**src/rtl/game_defs_pkg.sv**
```systemverilog
// game_defs: screen geometry, coordinate type and player FSM encoding shared by game logic
package game_defs;
    localparam int COORD_W = 10;
    localparam int SCREEN_W = 640;
    localparam int PLAYER_Y = 440;
    typedef logic [COORD_W-1:0] coord_t;
    typedef enum logic [1:0] {ALIVE, HIT, OVER} state_t;
endpackage

```
**src/rtl/player_bullet.sv**
```systemverilog
// player_bullet: launch, upward flight and hit clear of the single player bullet
module player_bullet
    import game_defs::*;
#(
    parameter int BULLET_H = 8,
    parameter int BULLET_STEP = 4
) (
    input  logic   clk,
    input  logic   rst,
    input  logic   tick,
    input  logic   launch,
    input  coord_t start_x,
    input  logic   bullet_hit,
    output coord_t bullet_x,
    output coord_t bullet_y,
    output logic   bullet_active
);
    localparam coord_t START_Y = coord_t'(PLAYER_Y - BULLET_H);
    localparam coord_t STEP = coord_t'(BULLET_STEP);
    // a hit clears before any launch or advance; the bullet retires once it cannot rise a full step
    always_ff @(posedge clk) begin
        if (rst) begin
            bullet_active <= 1'b0;
            bullet_x <= '0;
            bullet_y <= '0;
        end else if (bullet_hit) begin
            bullet_active <= 1'b0;
        end else if (launch) begin
            bullet_active <= 1'b1;
            bullet_x <= start_x;
            bullet_y <= START_Y;
        end else if (tick && bullet_active) begin
            if (bullet_y < STEP) bullet_active <= 1'b0;
            else bullet_y <= bullet_y - STEP;
        end
    end
endmodule

```
**src/rtl/player_ctrl.sv**
```systemverilog
// player_ctrl: cannon movement, fire request, lives and alive/exploding/game-over FSM
module player_ctrl
    import game_defs::*;
#(
    parameter int PLAYER_W = 26,
    parameter int X_INIT = 307,
    parameter int PLAYER_STEP = 2,
    parameter int BULLET_H = 8,
    parameter int BULLET_STEP = 4,
    parameter int LIVES = 3,
    parameter int EXPLODE_TICKS = 30
) (
    input  logic       clk,
    input  logic       rst,
    input  logic       tick,
    input  logic       left,
    input  logic       right,
    input  logic       shoot,
    input  logic       bullet_hit,
    input  logic       player_hit,
    output coord_t     player_x,
    output coord_t     bullet_x,
    output coord_t     bullet_y,
    output logic       bullet_active,
    output logic       fire_pulse,
    output logic [2:0] lives,
    output logic       exploding,
    output logic       game_over
);
    localparam int CW = $clog2(EXPLODE_TICKS + 1);
    localparam coord_t X_MAX = coord_t'(SCREEN_W - PLAYER_W);
    localparam coord_t STEP = coord_t'(PLAYER_STEP);
    state_t state, state_n;
    coord_t x_n;
    logic [2:0] lives_n;
    logic [CW-1:0] cnt, cnt_n;
    logic shoot_q, fire_req, launch, alive;
    assign alive = state == ALIVE;
    assign launch = alive && tick && !player_hit && !bullet_hit && fire_req && !bullet_active;
    assign exploding = state == HIT;
    assign game_over = state == OVER;
    // state, position, lives, explosion timer and fire edge registers
    always_ff @(posedge clk) begin
        if (rst) begin
            state <= ALIVE;
            player_x <= coord_t'(X_INIT);
            lives <= 3'(LIVES);
            cnt <= '0;
            shoot_q <= 1'b0;
            fire_req <= 1'b0;
            fire_pulse <= 1'b0;
        end else begin
            state <= state_n;
            player_x <= x_n;
            lives <= lives_n;
            cnt <= cnt_n;
            shoot_q <= shoot;
            fire_req <= (!alive || tick) ? 1'b0 : fire_req | (shoot & ~shoot_q);
            fire_pulse <= launch;
        end
    end
    // next state: hit beats a same-cycle tick; explosion ends on the tick that sees cnt==1
    always_comb begin
        state_n = state;
        x_n = player_x;
        lives_n = lives;
        cnt_n = cnt;
        case (state)
            ALIVE: begin
                if (player_hit) begin
                    state_n = HIT;
                    lives_n = lives - 3'd1;
                    cnt_n = CW'(EXPLODE_TICKS);
                end else if (tick && left && !right) begin
                    x_n = (player_x < STEP) ? '0 : player_x - STEP;
                end else if (tick && right && !left) begin
                    x_n = (player_x > X_MAX - STEP) ? X_MAX : player_x + STEP;
                end
            end
            HIT: begin
                if (tick) begin
                    cnt_n = cnt - 1'b1;
                    if (cnt == CW'(1)) begin
                        state_n = (lives == 3'd0) ? OVER : ALIVE;
                        x_n = coord_t'(X_INIT);
                    end
                end
            end
            default: ;
        endcase
    end
    player_bullet #(.BULLET_H(BULLET_H), .BULLET_STEP(BULLET_STEP)) u_bullet (
        .clk(clk),
        .rst(rst),
        .tick(tick),
        .launch(launch),
        .start_x(player_x + coord_t'(PLAYER_W / 2)),
        .bullet_hit(bullet_hit || (alive && player_hit)),
        .bullet_x(bullet_x),
        .bullet_y(bullet_y),
        .bullet_active(bullet_active)
    );
endmodule
```
**config.mk**
```make
export PLATFORM = sky130hd
export DESIGN_NAME = player_ctrl
export DESIGN_NICKNAME = d
export VERILOG_FILES = /design/src/rtl/game_defs_pkg.sv /design/src/rtl/player_bullet.sv /design/src/rtl/player_ctrl.sv
export SDC_FILE = /design/constraint.sdc
export NUM_CORES = 1
export LEC_CHECK = 0
export ABC_AREA = 1
export CORE_MARGIN = 2
export CORE_UTILIZATION = 28
export DETAILED_ROUTE_END_ITERATION = 12
export PLACE_DENSITY = 0.5
export SYNTH_ARGS = -nofsm -noshare
export SYNTH_HDL_FRONTEND = slang
export SYNTH_HIERARCHICAL = 1
export SYNTH_SLANG_ARGS = --single-unit
```
**constraint.sdc**
```tcl
create_clock -name clk -period 2.59 [get_ports clk]
set_input_delay 0.3885 -clock clk [delete_from_list [all_inputs] [get_ports clk]]
set_output_delay 0.3885 -clock clk [all_outputs]
set_load 0.005 [all_outputs]
```
==> flow_metrics.tcl <==
set metrics [dict create \
    ys_warn_count 6 \
    yosys.area.top_type_share_pct 32.17 \
    cp-end-kind "primary output" \
    route.detailed.drc 0 \
    syn-cell-area_sq_um 2614 \
    worstHoldStart "u_bullet/bullet_x[0]" \
    cts_buffer_depth 2 \
    area_growth_pct 23.60 \
    finalCriticalPeriod_ns 1.916 \
    finalSetupViolCount 0 \
    crit_type "flip-flop to primary output" \
    grt_remaining_overflow 0 \
    ctsHoldBuffers 0 \
    path_max_fanout 10 \
    reg2reg_slack_ns 0.77 \
    wl_per_cell_microns 12.31 \
    die-height_microns 100.6 \
    crit_cells 1 \
    tns_ns 0 \
    arrival_ns 1.53 \
    ant_nets 0 \
    status "finished clean" \
    p_total_w 0.001545 \
    drt_wl_total_microns 6708 \
    dp_hpwl_microns 5059 \
    ys_seq_area_share_pct 32.17 \
    grt_max_degree 29 \
    synth_ff_type "dfxtp_1" \
    synth.avg_cell_area_sq_um 6.668 \
    vias 2500 \
    dieArea_sq_um 10120 \
    antenna_cells 0 \
    synth_top_area_cell "dfxtp_1" \
    dp_cells 537 \
    cp-startpoint "player_x[5]" \
    routed_via_density 4.587 \
    place_congestion 0.8388 \
    drt_iter0_drc 102 \
    grt_pass1_wl_microns 11300 \
    ys_ff_latch 42 \
    async_flop_share_pct 0 \
    nFillCells 989 \
    dr.pass1.iters 4 \
    worstPathRequired_ns 2.20 \
    max_stage_delay_ns 0.63 \
    fin_cells 545 \
    cts_tree "built" \
    endpoint "player_x[5]" \
    worst_slack_ns 0.6741 \
    start_kind "flip-flop" \
    insertion_delay_ns 0.30 \
    drv_slew 0 \
    grt_pass1_vias 2382 \
    initial_core_util_pct 28.56 \
    clk_pin_slew_ns 0.08 \
    ios 45 \
    critical_path.top_delay_family "flip-flops" \
    synthTopCellsByArea "dfxtp_1 (32%), nand2_1 (15%), nand3_1 (6.9%), nor2_1 (6.7%), a21oi_1 (6.3%)" \
    skew_ns 0.01193 \
    cts.sinks 42 \
    fmaxAchievable_ghz 0.5219 \
    p_per_area_nw_per_um2 478.2 \
    hold_violations 0 \
    cts_resized 0 \
    ir_drop_mv 0.2299 \
    synth_cell_types 36 \
    rows 35 \
    synth_cells 392 \
    cp_cell_sequence "clkdlybuf4s50_1" \
    place_ws_ns 0.3729 \
    synthTopCellsByCount "nand2_1 (103), nor2_1 (47), dfxtp_1 (42)" \
    synth_edf_count 0 \
    root_buffer "clkbuf_8" \
    numCtsBuffers 5 \
    finalCritPeriodShare_pct 73.97 \
    coreArea_sq_um 9153 \
    reg2regPathDepth 13 \
    postCtsSetupBuffers 0 \
    antenna_found_initial 0 \
    critPathBufInv 1 \
    nNetsFinal 451 \
    portBuffers 42 \
    yosysMostFrequentCell "nand2_1" \
    cp_slowest_cell "dfxtp_1" \
    rsz0062_at_grt "no" \
    hold_path.class "flip-flop to flip-flop" \
    r2r-end "player_x[6]" \
    fp.dieW_microns 100.6 \
    worstReg2RegStart "player_x[1]" \
    maxCapViolCount 0 \
    groute.usage.overall_pct 13.77 \
    htreeDepth 2 \
    drive_gt1_share_pct 8.065 \
    p_leak_nw 1.385 \
]
==> registers in the layout (all words and copies together) (netlist names) <==
signal,cells
fire_pulse,1
lives,3
state,2
u_bullet/bullet_y,8
u_bullet/bullet_x,10
player_x,10
fire_req,1
shoot_q,1
u_bullet/bullet_active,1
cnt,5
==> cell families (layout without fill, tap and decap cells) <==
kind of cell | after synthesis | count (layout) | synth area share (%)
AND/OR/NAND/NOR | 211 | 211 | 36.76
buffers and inverters | 60 | 101 | 10.10
AO/OA/AOI/OAI | 52 | 52 | 10.68
flip-flops | 42 | 42 | 32.17
XOR/XNOR | 16 | 16 | 5.362
adder cells (fa/ha/maj) | 10 | 10 | 4.787
other | 1 | 2 | 0.1435
==> worst min-delay path, delay by kind of cell (launching register included) <==
family	cells	cell delay, ns
flops	1	0.31
simple gates	1	0.06
compound gates	1	0.05
==> area by class of cell <==
type	count	area (sq um)	area share, %
flip-flops and latches	42	840.8	26.03
clock buffers	7	76.32	2.363
repair buffers	46	450.4	13.94
well taps	111	138.9	4.299
multi-input cells	291	1513	46.82
inverters	47	181.4	5.616
clock inverters	1	30.03	0.9295
==> metal layers <==
| layer | track usage, % | up-vias | part of all wire (%) |
|---|---|---|---|
| met5 | 0 | - | 0 |
| met4 | 3.372 | 0 | 0.91 |
| met3 | 2.635 | 7 | 3.8 |
| met2 | 23.18 | 41 | 46 |
| met1 | 18.11 | 1126 | 49 |
| li1 | - | 1326 | - |
==> report_power, final <==
part	leakage, nW	switching (W)	total (W)	internal, W
logic	0.991	0.000177	0.000304	0.000127
registers	0.342	0.0000440	0.000717	0.000673
clock network	0.0524	0.000234	0.000523	0.000289
total	1.38	0.000456	0.00154	0.00109
==> cell usage in the layout, fill, tap and decap left out, drive strengths merged, types with 10 or more instances in the layout <==
cell,instances
dfxtp,42
o21ai,13
inv,46
clkdlybuf4s50,42
nand2,107
ha,10
xor2,13
nand3,38
nor2,57
a21oi,33
==> per-stage QoR <==
stage | instance area (sq um) | hold slack, ns | util (%)
floorplan | 2618 | 0.4564 | -
global placement | 3124 | 0.4550 | 34.14
detailed placement | 3124 | 0.4565 | 34.14
CTS | 3231 | 0.4679 | 35.30
global route | 3231 | 0.4858 | 35.30
finish | 3231 | 0.4634 | 35.30
==> worst min path at each step <==
stage	end	slack, ns	cells after the start
final	u_bullet/bullet_x[0]	0.46	2
after global routing	u_bullet/bullet_x[8]	0.49	2
after CTS	u_bullet/bullet_x[0]	0.47	2
after detailed placement	u_bullet/bullet_x[0]	0.46	2
after global placement	u_bullet/bullet_x[0]	0.46	2
after floorplan	u_bullet/bullet_x[0]	0.46	2
Note: power is estimated with default switching activity, not from simulation.
